--- src/rtl/pipeline_ctrl_pkg.sv ---
// Shared definitions for the pipeline stall/flush sequencer: bus widths,
// stall-vector stage indices, sequencer states and the nested stall-mask helper.
package pipeline_ctrl_pkg;

    localparam int unsigned ADDR_W          = 32;
    localparam int unsigned STALL_BUS_WIDTH = 6;

    localparam int unsigned STALL_PC  = 0;
    localparam int unsigned STALL_IF  = 1;
    localparam int unsigned STALL_ID  = 2;
    localparam int unsigned STALL_EX  = 3;
    localparam int unsigned STALL_MEM = 4;
    localparam int unsigned STALL_WB  = 5;

    typedef enum logic [1:0] {
        PCTRL_RUN,
        PCTRL_MC_BUSY,
        PCTRL_MC_DONE,
        PCTRL_FLUSH_PEND
    } pctrl_state_e;

    // A stalling stage freezes itself and every stage upstream of it.
    function automatic logic [STALL_BUS_WIDTH-1:0] stall_mask(input int unsigned top);
        logic [STALL_BUS_WIDTH-1:0] m;
        m = '0;
        for (int unsigned i = 0; i < STALL_BUS_WIDTH; i++) begin
            if (i <= top) m[i] = 1'b1;
        end
        return m;
    endfunction

endpackage

--- src/rtl/pipeline_ctrl.sv ---
// Central stall/flush sequencer for the 5-stage pipeline; also sequences
// multi-cycle mul/div ops in EX and defers flushes behind memory stalls.
module pipeline_ctrl
    import pipeline_ctrl_pkg::*;
#(
    parameter int unsigned MUL_CYCLES = 4,
    parameter int unsigned DIV_CYCLES = 33
) (
    input  logic                       clk,
    input  logic                       rst,
    input  logic                       if_stall_req,
    input  logic                       id_load_use,
    input  logic                       ex_mc_start,
    input  logic                       ex_mc_is_div,
    input  logic                       mem_stall_req,
    input  logic                       flush_req,
    input  logic [ADDR_W-1:0]          flush_pc_in,
    output logic [STALL_BUS_WIDTH-1:0] stall,
    output logic                       flush,
    output logic [ADDR_W-1:0]          flush_pc,
    output logic                       ex_mc_done,
    output logic                       ex_mc_abort
);

    localparam int unsigned MAX_CYCLES = (DIV_CYCLES > MUL_CYCLES) ? DIV_CYCLES : MUL_CYCLES;
    localparam int unsigned CNT_W      = $clog2(MAX_CYCLES);

    // Counter holds the number of MC_BUSY cycles left after the current one.
    localparam logic [CNT_W-1:0] MUL_LOAD = CNT_W'(MUL_CYCLES - 3);
    localparam logic [CNT_W-1:0] DIV_LOAD = CNT_W'(DIV_CYCLES - 3);

    pctrl_state_e               state_q;
    logic [CNT_W-1:0]           cnt_q;
    logic                       flush_q;
    logic [ADDR_W-1:0]          flush_pc_q;
    logic                       done_q;
    logic                       abort_q;
    logic [ADDR_W-1:0]          pend_pc_q;
    logic                       pend_abort_q;

    logic                       ex_busy;
    logic                       op_live;
    logic                       mc_short;
    logic [CNT_W-1:0]           mc_load;
    logic [STALL_BUS_WIDTH-1:0] stall_vec;

    always_comb begin
        ex_busy  = ((state_q == PCTRL_RUN) && ex_mc_start)
                || (state_q == PCTRL_MC_BUSY)
                || ((state_q == PCTRL_MC_DONE) && mem_stall_req);
        op_live  = (state_q == PCTRL_MC_BUSY) || (state_q == PCTRL_MC_DONE)
                || ((state_q == PCTRL_RUN) && ex_mc_start);
        mc_short = ex_mc_is_div ? (DIV_CYCLES == 2) : (MUL_CYCLES == 2);
        mc_load  = ex_mc_is_div ? DIV_LOAD : MUL_LOAD;

        stall_vec = '0;
        if (!flush_q) begin
            if (mem_stall_req) stall_vec = stall_vec | stall_mask(STALL_MEM);
            if (ex_busy)       stall_vec = stall_vec | stall_mask(STALL_EX);
            if (id_load_use)   stall_vec = stall_vec | stall_mask(STALL_ID);
            if (if_stall_req)  stall_vec = stall_vec | stall_mask(STALL_IF);
        end
    end

    always_ff @(posedge clk) begin
        if (rst) begin
            state_q      <= PCTRL_RUN;
            cnt_q        <= '0;
            flush_q      <= 1'b0;
            flush_pc_q   <= '0;
            done_q       <= 1'b0;
            abort_q      <= 1'b0;
            pend_pc_q    <= '0;
            pend_abort_q <= 1'b0;
        end else begin
            flush_q <= 1'b0;
            abort_q <= 1'b0;
            done_q  <= 1'b0;

            if (state_q == PCTRL_FLUSH_PEND) begin
                // Further flush requests are ignored until the pending one issues.
                if (!mem_stall_req) begin
                    state_q      <= PCTRL_RUN;
                    flush_q      <= 1'b1;
                    flush_pc_q   <= pend_pc_q;
                    abort_q      <= pend_abort_q;
                    pend_abort_q <= 1'b0;
                end
            end else if (flush_req) begin
                cnt_q <= '0;
                if (mem_stall_req) begin
                    state_q      <= PCTRL_FLUSH_PEND;
                    pend_pc_q    <= flush_pc_in;
                    pend_abort_q <= op_live;
                end else begin
                    state_q    <= PCTRL_RUN;
                    flush_q    <= 1'b1;
                    flush_pc_q <= flush_pc_in;
                    abort_q    <= op_live;
                end
            end else begin
                case (state_q)
                    PCTRL_RUN: begin
                        if (ex_mc_start) begin
                            if (mc_short) begin
                                state_q <= PCTRL_MC_DONE;
                                done_q  <= 1'b1;
                            end else begin
                                state_q <= PCTRL_MC_BUSY;
                                cnt_q   <= mc_load;
                            end
                        end
                    end
                    PCTRL_MC_BUSY: begin
                        if (cnt_q == '0) begin
                            state_q <= PCTRL_MC_DONE;
                            done_q  <= 1'b1;
                        end else begin
                            cnt_q <= cnt_q - 1'b1;
                        end
                    end
                    PCTRL_MC_DONE: begin
                        if (mem_stall_req) done_q  <= 1'b1;
                        else               state_q <= PCTRL_RUN;
                    end
                    default: state_q <= PCTRL_RUN;
                endcase
            end
        end
    end

    assign stall       = stall_vec;
    assign flush       = flush_q;
    assign flush_pc    = flush_pc_q;
    assign ex_mc_done  = done_q;
    assign ex_mc_abort = abort_q;

endmodule
--- config.mk ---
export PLATFORM = sky130hd
export DESIGN_NAME = pipeline_ctrl
export DESIGN_NICKNAME = d
export VERILOG_FILES = /design/src/rtl/pipeline_ctrl_pkg.sv /design/src/rtl/pipeline_ctrl.sv
export SDC_FILE = /design/constraint.sdc
export NUM_CORES = 1
export LEC_CHECK = 0
export BUFFER_PORTS_ARGS = -buffer_cell sky130_fd_sc_hd__buf_2
export CAP_MARGIN = 0
export CORE_ASPECT_RATIO = 1.1
export CORE_MARGIN = 8
export CORE_UTILIZATION = 45
export CTS_BUF_LIST = sky130_fd_sc_hd__clkbuf_4
export CTS_CLUSTER_DIAMETER = 100
export DETAILED_ROUTE_END_ITERATION = 10
export PLACE_DENSITY = 0.72
export SYNTH_ARGS = -nofsm -noshare
export SYNTH_HDL_FRONTEND = slang
export SYNTH_SLANG_ARGS = --single-unit
--- constraint.sdc ---
create_clock -name clk -period 1.95 [get_ports clk]
set_clock_uncertainty 0.1 [all_clocks]
set_input_delay 0.0975 -clock clk [delete_from_list [all_inputs] [get_ports clk]]
set_output_delay 0.0975 -clock clk [all_outputs]
set_load 0.01 [all_outputs]
After elaboration in Yosys (flattened, before gate mapping)
Index checks and enable logic that the tools add are counted.
Cells by class
  add/subtract/negate cells: 1
  $mul: 0
  div/mod/pow operators: 0
  order comparisons: 0
  eq/ne operators: 9
  shift-type cells: 0
  muxes and demuxes: 35
  bitwise gates (word level): 1
  reduce and logical (&&, ||, !) cells: 17
Operators by type and width (count)
  2-to-1 mux 32 bit: 4
  2-to-1 mux 6 bit: 3
  2-to-1 mux 5 bit: 3
  2-to-1 mux 2 bit: 7
  2-to-1 mux 1 bit: 13
  case mux 6 bit (2 select lines): 1
  AND reduction 3 bit: 3
  zero test 6 bit: 1
  inequality test 3 bit (second input constant): 2
  case mux 2 bit (3 select lines): 1
  subtractor 6 x 1 -> 6 bit (second input constant): 1
  equality test 2 bit (second input constant): 2
  logical OR 1 bit: 4
  2-to-1 mux 4 bit: 1
  inequality test 2 bit (second input constant): 2
  inequality test 4 x 2 -> 1 bit (second input constant): 1
  inequality test 4 x 3 -> 1 bit (second input constant): 1
  AND reduction 4 bit: 1
  nonzero test 2 bit: 2
  2-to-1 mux 3 bit: 1
  nonzero test 3 bit: 1
  OR reduction 3 bit: 1
  equality test 2 x 1 -> 1 bit (second input constant): 1
  logical AND 1 bit: 2
  other kinds (4): 4
Storage, ports and cells
  bits in registers: 76
  bits in latches: 0
  bits in writable memories: 0
  bits in read-only memories: 0
  bits of input ports: 40
  output and inout bits: 41
  logic and storage cells: 71
  memories kept: 0

Depth between registers and ports, before layout
Gate-level depths: netlist of the first run.
  depth in word-level cells: 8
  depth in mapped cells: 7
  mapped depth without buffers: 6

Least setup slack after synthesis of the first run
OpenSTA, ideal clock, no wires.
  kind: register -> register
  start point: register cnt_q[0]
  end point: register cnt_q[3]
  setup time: 122 ps
  arrival: 1681 ps
  data required time: 1728 ps
  slack: 48 ps
  stages on the path, launching flop included: 7
  buffers on the path: 0
  period minus slack after synthesis: 1902 ps
  cells stage by stage: dfxtp_1 inv_1 ha_1 or3b_4 nor4b_4 nor3_2 a221o_1
Between the ends
  longest elaborated chain between the ends: 4
  elaborated cells on any way between the ends: 7
  classes of those cells: add/sub (1); eq/ne (1); mux (3); reduce/logical (2)
RTL lines
  start: declaration: line pipeline_ctrl.sv:33  | logic [CNT_W-1:0] cnt_q;
  start signal: assignment: line pipeline_ctrl.sv:110  | cnt_q <= mc_load;
  start signal: assignment: line pipeline_ctrl.sv:119  | cnt_q <= cnt_q - 1'b1;
  subtractor 6 x 1 -> 6 bit: line pipeline_ctrl.sv:119
  2-to-1 mux 6 bit: line pipeline_ctrl.sv:115  | if (cnt_q == '0) begin
  case mux 6 bit (2 select lines): line pipeline_ctrl.sv:102  | case (state_q)
  2-to-1 mux 6 bit: line pipeline_ctrl.sv:89  | end else if (flush_req) begin
Parallel ways exist; a longest one is shown, timed or not. The select of a mux whose other input is x is not followed.
A chain may end at the register's enable or synchronous reset.

Final worst setup path of the first run
  start point: register cnt_q[1]
  end point: register cnt_q[3]
Same word-level chain as after synthesis.

==> results.tsv, run 1 <==
metric	value	unit
Chip Height	107	um
share of layout cells above drive strength 1	28.0	%
CTS tree	yes	
Layout Cells excl Fill	605	
Final Hold Viols	0	
Area contributors post-synth	dfxtp_1 45%, mux2i_1 9.7%, nand2_1 7.6%	
Avg Cell Area, Syn	8.63	um2
post-synthesis compound-gate area fraction	18.8	%
wire per inst	14.0	um
violations in the final reports	setup timing	
max incr delay on CP	410	ps
Final Critical Period	1970	ps
H-tree depth	3	
vias	3122	
initial antenna violation count	0	
status	complete, but fails checks	
RR Endpoint	cnt_q[3]$_SDFFE_PP0P_	
cell-internal power	2.57	mW
R2R cell count	7	
Initial DRC Count	100	
Cell Rows	33	
Switching Fraction	28.6	%
largest family of logic cells by synthesized area	compound AO/OA/AOI/OAI gates	
Synth Flop Type	dfxtp_1	
I/O pin total	81	
total global routing overflow	0	
CP max-delay cell	or3b_4	
Post-Synth Simple-Gate Area	18.4	%
area grow syn2layout	35.0	%
Synth Instances	393	
Worst Path Required	2170	ps
Routed WL	8.46	mm
Syn Nets	440	
Starting Density	45.9	%
first-pass GRT wire length	14.2	mm
Place WS	-54.3	ps
Yosys warning count	0	
Cell Chain, Critical Path	inv_2 > ha_1 > or3b_4 > nor4b_4 > buf_6 > nor3_4 > a221o_1	
core area	7390	um2
XOR/XNOR Fraction of Synth Area	0	%
Worst Setup EP	cnt_q[3]$_SDFFE_PP0P_	
mux cell area share after synthesis	10.1	%
Psw	1.03	mW
Reg area	1530	um2
DR DRC count	0	
number of global-route vias before repair	3145	
CTS Buf Count	9	
Final HPWL DP	5.87	mm
RD Place Congestion	0.832	
post-route ant nets	0	
vias per cell	5.16	
Highest Clock Rate	507	MHz
drt pass-1 iters	4	
register bit total from synthesis	76	
ant diodes	0	
worst skew pair latency	410	ps
clock network fraction of total power	28.8	%
VDD IR max	0.000418	V
Final Max Tran Viols	0	
Synth area leader	dfxtp_1	
Synth cell types	46	
largest net degree at the start of global routing	40	
Synth Cell Area	3390	um2
combinational power share	23.4	%
worst-path maximum fanout	5	
Power, Total	3.60	mW
period utilization	101	%
flop2flop setup slack	-20	ps
post-synthesis adder-cell area fraction	2.58	%
Critical Path Start	cnt_q[1]$_SDFFE_PP0P_	
Reg2Reg Launch Point	cnt_q[1]$_SDFFE_PP0P_	
Power Dens Cells	786	nW/um2
design area	4580	um2
worst endpoint data arrival time	2190	ps
Final nets	562	
post-route setup slack	-20.8	ps
Port Buf Inserts	79	
Seq/Total Area, Yosys	44.9	%
placed insts	550	
Worst-path clk slew	120	ps
RSZ-0062 raised after global routing	true	
Min-Delay Path Class	input pin to flop	
Synth top area share	44.9	%
area post-placement	3960	um2
Post-synth EDFFs	0	
fillers	657	
max-cap violation count	0	
CTS Sinks	76	
leak pwr	1.85	nW
Flop pwr share	47.8	%
Tot GR Track Use	16.2	%
startpoint types	flop	
CP endpoint kind	flop	
die area	10600	um2
asr flop ratio synth	0	%
Worst Setup Path Type	flop to flop	
area of the multi-input gates	1770	um2
hold path depth	4	
Die Width	98.8	um
CTS max path bufs	2	
Setup violations, final	1	
Root Buffer	clkbuf_4	
[cells in the mapped netlist (2+ instances only)]
cell,count
dfxtp_1,76
nand2_1,69
nor2_1,43
a21oi_1,35
a211oi_1,33
mux2i_1,33
clkbuf_1,16
buf_2,11
inv_1,8
ha_1,7
nor3_1,7
o21ai_0,6
nor2b_1,4
a221o_1,3
o41ai_1,3
a311o_1,2
buf_1,2
buf_4,2
nand2b_1,2
nand3_1,2
nor4_1,2
o31a_1,2
or3_1,2
[power by group through the flow]
stage / clock (mW) / sequential [mW] / combinational (mW)
global placement: 0 / 1.74 / 0.702
global route: 1.14 / 1.73 / 0.930
finish: 1.04 / 1.72 / 0.843
CTS: 1.07 / 1.71 / 0.803
detailed placement: 0 / 1.75 / 0.717
floorplan: 0 / 1.77 / 0.434
[kinds of logic after synthesis]
| kind of cell | after synthesis |
|---|---|
| mux | 34 |
| flops | 76 |
| fa+ha+maj | 7 |
| buf+inv | 40 |
| other cells | 1 |
| simple gates | 141 |
| compound gates | 94 |
[through the flow]
| stage | setup TNS [ps] | utilization (%) | hold slack (ps) |
|---|---|---|---|
| 4_1_cts | -0.0602 | 61.0 | 3.38 |
| 3_3_place_gp | 0 | 53.6 | 249 |
| 6_report | -20.8 | 62.0 | 14.0 |
| 3_5_place_dp | -133 | 53.6 | 257 |
| 5_1_grt | -143 | 62.0 | 13.8 |
| 2_1_floorplan | 0 | - | 133 |
[what timing repair did]
action,4_1_cts,5_1_grt
setup buffers,3,3
endpoints found under the setup margin,11,11
hold endpoints to repair,67,0
hold buffers,35,0
resized for setup,10,14
pin swaps,3,5
[cells in the final DEF (no fill, tap or decap), drive strengths merged, types with 3 or more instances in the layout]
cell,Yosys,final
inv,8,8
a21oi,35,35
dfxtp,76,76
o41ai,3,3
nor2,43,43
clkbuf,17,9
nor3,8,8
a211oi,33,33
o21ai,6,6
a221o,3,3
buf,15,108
nand2,69,69
ha,7,7
mux2i,33,33
dlygate4sd3,0,35
nor2b,4,4
[worst max-delay path, delay by kind of cell (launching register included)]
family          cells  cell delay, ps
simple gates        3             750
buf+inv             2             220
flops               1             350
compound gates      1             320
fa+ha+maj           1             130
[cell type report]
type                    count  share of cell area, %
multi-input cells         277                   38.7
flip-flops and latches     76                   33.4
repair buffers            143                   21.7
well taps                  87                   2.38
clock inverters             5                   1.72
clock buffers               9                   1.48
inverters                   8                  0.656
[flip-flops by register name (all words and copies together), names as in the netlist]
register	count
cnt_q	6
ex_mc_abort	1
ex_mc_done	1
flush	1
flush_pc	32
pend_abort_q	1
pend_pc_q	32
state_q	2
[worst min-delay path by stage]
stage,start,end,slack (ps)
final,ex_mc_start,cnt_q[0]$_SDFFE_PP0P_,10
after global routing,ex_mc_start,cnt_q[0]$_SDFFE_PP0P_,10
after CTS,ex_mc_start,cnt_q[0]$_SDFFE_PP0P_,3
after detailed placement,flush_pc_in[25],pend_pc_q[25]$_SDFFE_PP0P_,260
after global placement,flush_pc_in[23],pend_pc_q[23]$_SDFFE_PP0P_,250
after floorplan,flush_pc_in[0],pend_pc_q[0]$_SDFFE_PP0P_,130
[routing by layer]
metal / share of wire (%) / wire (um) / GRT usage, %
met1: 44 / 3760 / 18.1
met2: 50 / 4220 / 28.3
met3: 4.0 / 341 / 4.54
met4: 1.6 / 138 / 6.26
met5: 0 / 0 / 0
No activity file was read; power rests on OpenSTA's default activity.
==> inputs of run 2 (changes only) <==
- PLACE_DENSITY: 0.72 -> 0.69
- clock period: 1.95 -> 2.3 ns (I/O delays scaled with it)
==> run 2 against run 1 <==
  * The run now ends clean
  * Power shrank 20%
  * Combinational power fell by 28%
  * Sequential power shrank 15%
  * Global-route usage hardly changed
  * Hold slack improved by 39 ps
  * First-iteration DRC count down 14%
  * Sequential cell count did not move
  * Count of clock-buffer cells in the layout grew 1
  * Critical endpoint is now stall[0]
  * Largest cell class unchanged
==> results.tsv, run 2 (synthesized netlist as in run 1, its figures left out) <==
metric	value	unit
status	completed	
Routed WL	8.16	mm
Worst-path clk slew	130	ps
Final Max Tran Viols	0	
ant diodes	0	
Power Dens Cells	662	nW/um2
Min-Delay Path Class	input pin to flop	
number of global-route vias before repair	3159	
max-cap violation count	0	
first-pass GRT wire length	14.3	mm
Cell Rows	33	
wire per inst	13.9	um
design area	4350	um2
period utilization	92.5	%
largest net degree at the start of global routing	43	
RD Place Congestion	0.870	
VDD IR max	0.000294	V
RSZ-0062 raised after global routing	false	
Final Critical Period	2130	ps
worst-path maximum fanout	5	
Initial DRC Count	86	
leak pwr	1.74	nW
Final nets	544	
CTS tree	yes	
Layout Cells excl Fill	589	
most frequent cells in the layout	79 x buf_2, 76 x dfxtp_1, 69 x nand2_1	
share of layout cells above drive strength 1	23.1	%
Worst Setup Path Type	flop to output port	
Slew HR	65.9	%
CTS Buf Count	9	
die area	10600	um2
vias per cell	5.23	
fillers	692	
most common cell after layout, fill and taps aside	buf_2	
area grow syn2layout	28.3	%
Worst Max-Slew Pin Slew	511	ps
Starting Density	45.9	%
Post-CTS Setup Bufs	0	
Tot GR Track Use	16.2	%
CTS max path bufs	2	
DR DRC count	0	
Final Hold Viols	0	
core area	7390	um2
Worst Path Required	2090	ps
CP endpoint kind	output port	
H-tree depth	3	
post-route ant nets	0	
I/O pin total	81	
worst skew pair latency	410	ps
vias	3082	
Highest Clock Rate	470	MHz
Chip Height	107	um
placed insts	539	
worst endpoint data arrival time	1910	ps
setup TNS	0	ps
post-route setup slack	172	ps
total global routing overflow	0	
Setup violations, final	0	
drt pass-1 iters	4	
initial antenna violation count	0	
area post-placement	3870	um2
startpoint types	flop	
Die Width	98.8	um
Place WS	255	ps
CTS Sinks	76	
Port Buf Inserts	79	
Final HPWL DP	5.59	mm
Root Buffer	clkbuf_4	
==> run 2: cell count changes in the layout (fill, tap and decap cells not counted), sizes merged <==
cell,before,now
buf,108,91
bufinv,2,1
clkbuf,9,10
clkinv,1,2
dlygate4sd3,35,34
inv,8,9
==> run 2: worst paths after layout <==
path	start	end	slack, ps	cells past startpoint
worst min-delay path	ex_mc_start	cnt_q[0]$_SDFFE_PP0P_	50	4
worst max-delay path	state_q[0]$_SDFFE_PP0P_	stall[0]	170	6
worst min register to register	pend_pc_q[9]$_SDFFE_PP0P_	pend_pc_q[9]$_SDFFE_PP0P_	360	2
worst max register to register	cnt_q[0]$_SDFFE_PP0P_	cnt_q[2]$_SDFFE_PP0P_	220	6
==> run 2: per-layer routing <==
metal,GRT usage (%),part of all wire (%)
met5,0,0
met4,7.57,1.9
met3,3.05,3.7
met2,29.5,52
met1,17.7,43
==> run 2: layout make-up <==
| class | instances | area [um2] | share of cell area (%) |
|---|---|---|---|
| tap | 87 | 109 | 2.50 |
| clock inverter | 6 | 62.6 | 1.44 |
| inverter | 8 | 30.0 | 0.690 |
| sequential | 76 | 1520 | 35.0 |
| clock buffer | 10 | 75.1 | 1.72 |
| multi-input combinational | 277 | 1720 | 39.4 |
| timing repair buffer | 125 | 838 | 19.3 |
==> run 2: worst max-delay path: stages, from the launching register on <==
cell and delay, ps:
dfxtp_1 420, inv_1 130, ha_1 270, and2_1 220
nor4_2 200, a21oi_1 120, buf_2 150
==> run 2: through the flow <==
stage	power, mW	hold WS [ps]	utilization [%]
2_1_floorplan	1.87	151	-
3_3_place_gp	2.04	266	52.3
3_5_place_dp	2.06	273	52.3
4_1_cts	2.91	37.8	58.8
5_1_grt	3.04	48.5	58.9
6_report	2.88	53.5	58.9
==> run 2: power breakdown <==
group | leakage [nW] | switching, mW | internal, mW
clock network | 0.0704 | 0.467 | 0.342
logic | 1.04 | 0.327 | 0.280
registers | 0.624 | 0.0588 | 1.41
==> run 2: what timing repair did <==
action	4_1_cts	5_1_grt
hold endpoints to repair	67	0
endpoints found under the setup margin	0	3
resized for setup	0	1
hold buffers	34	0
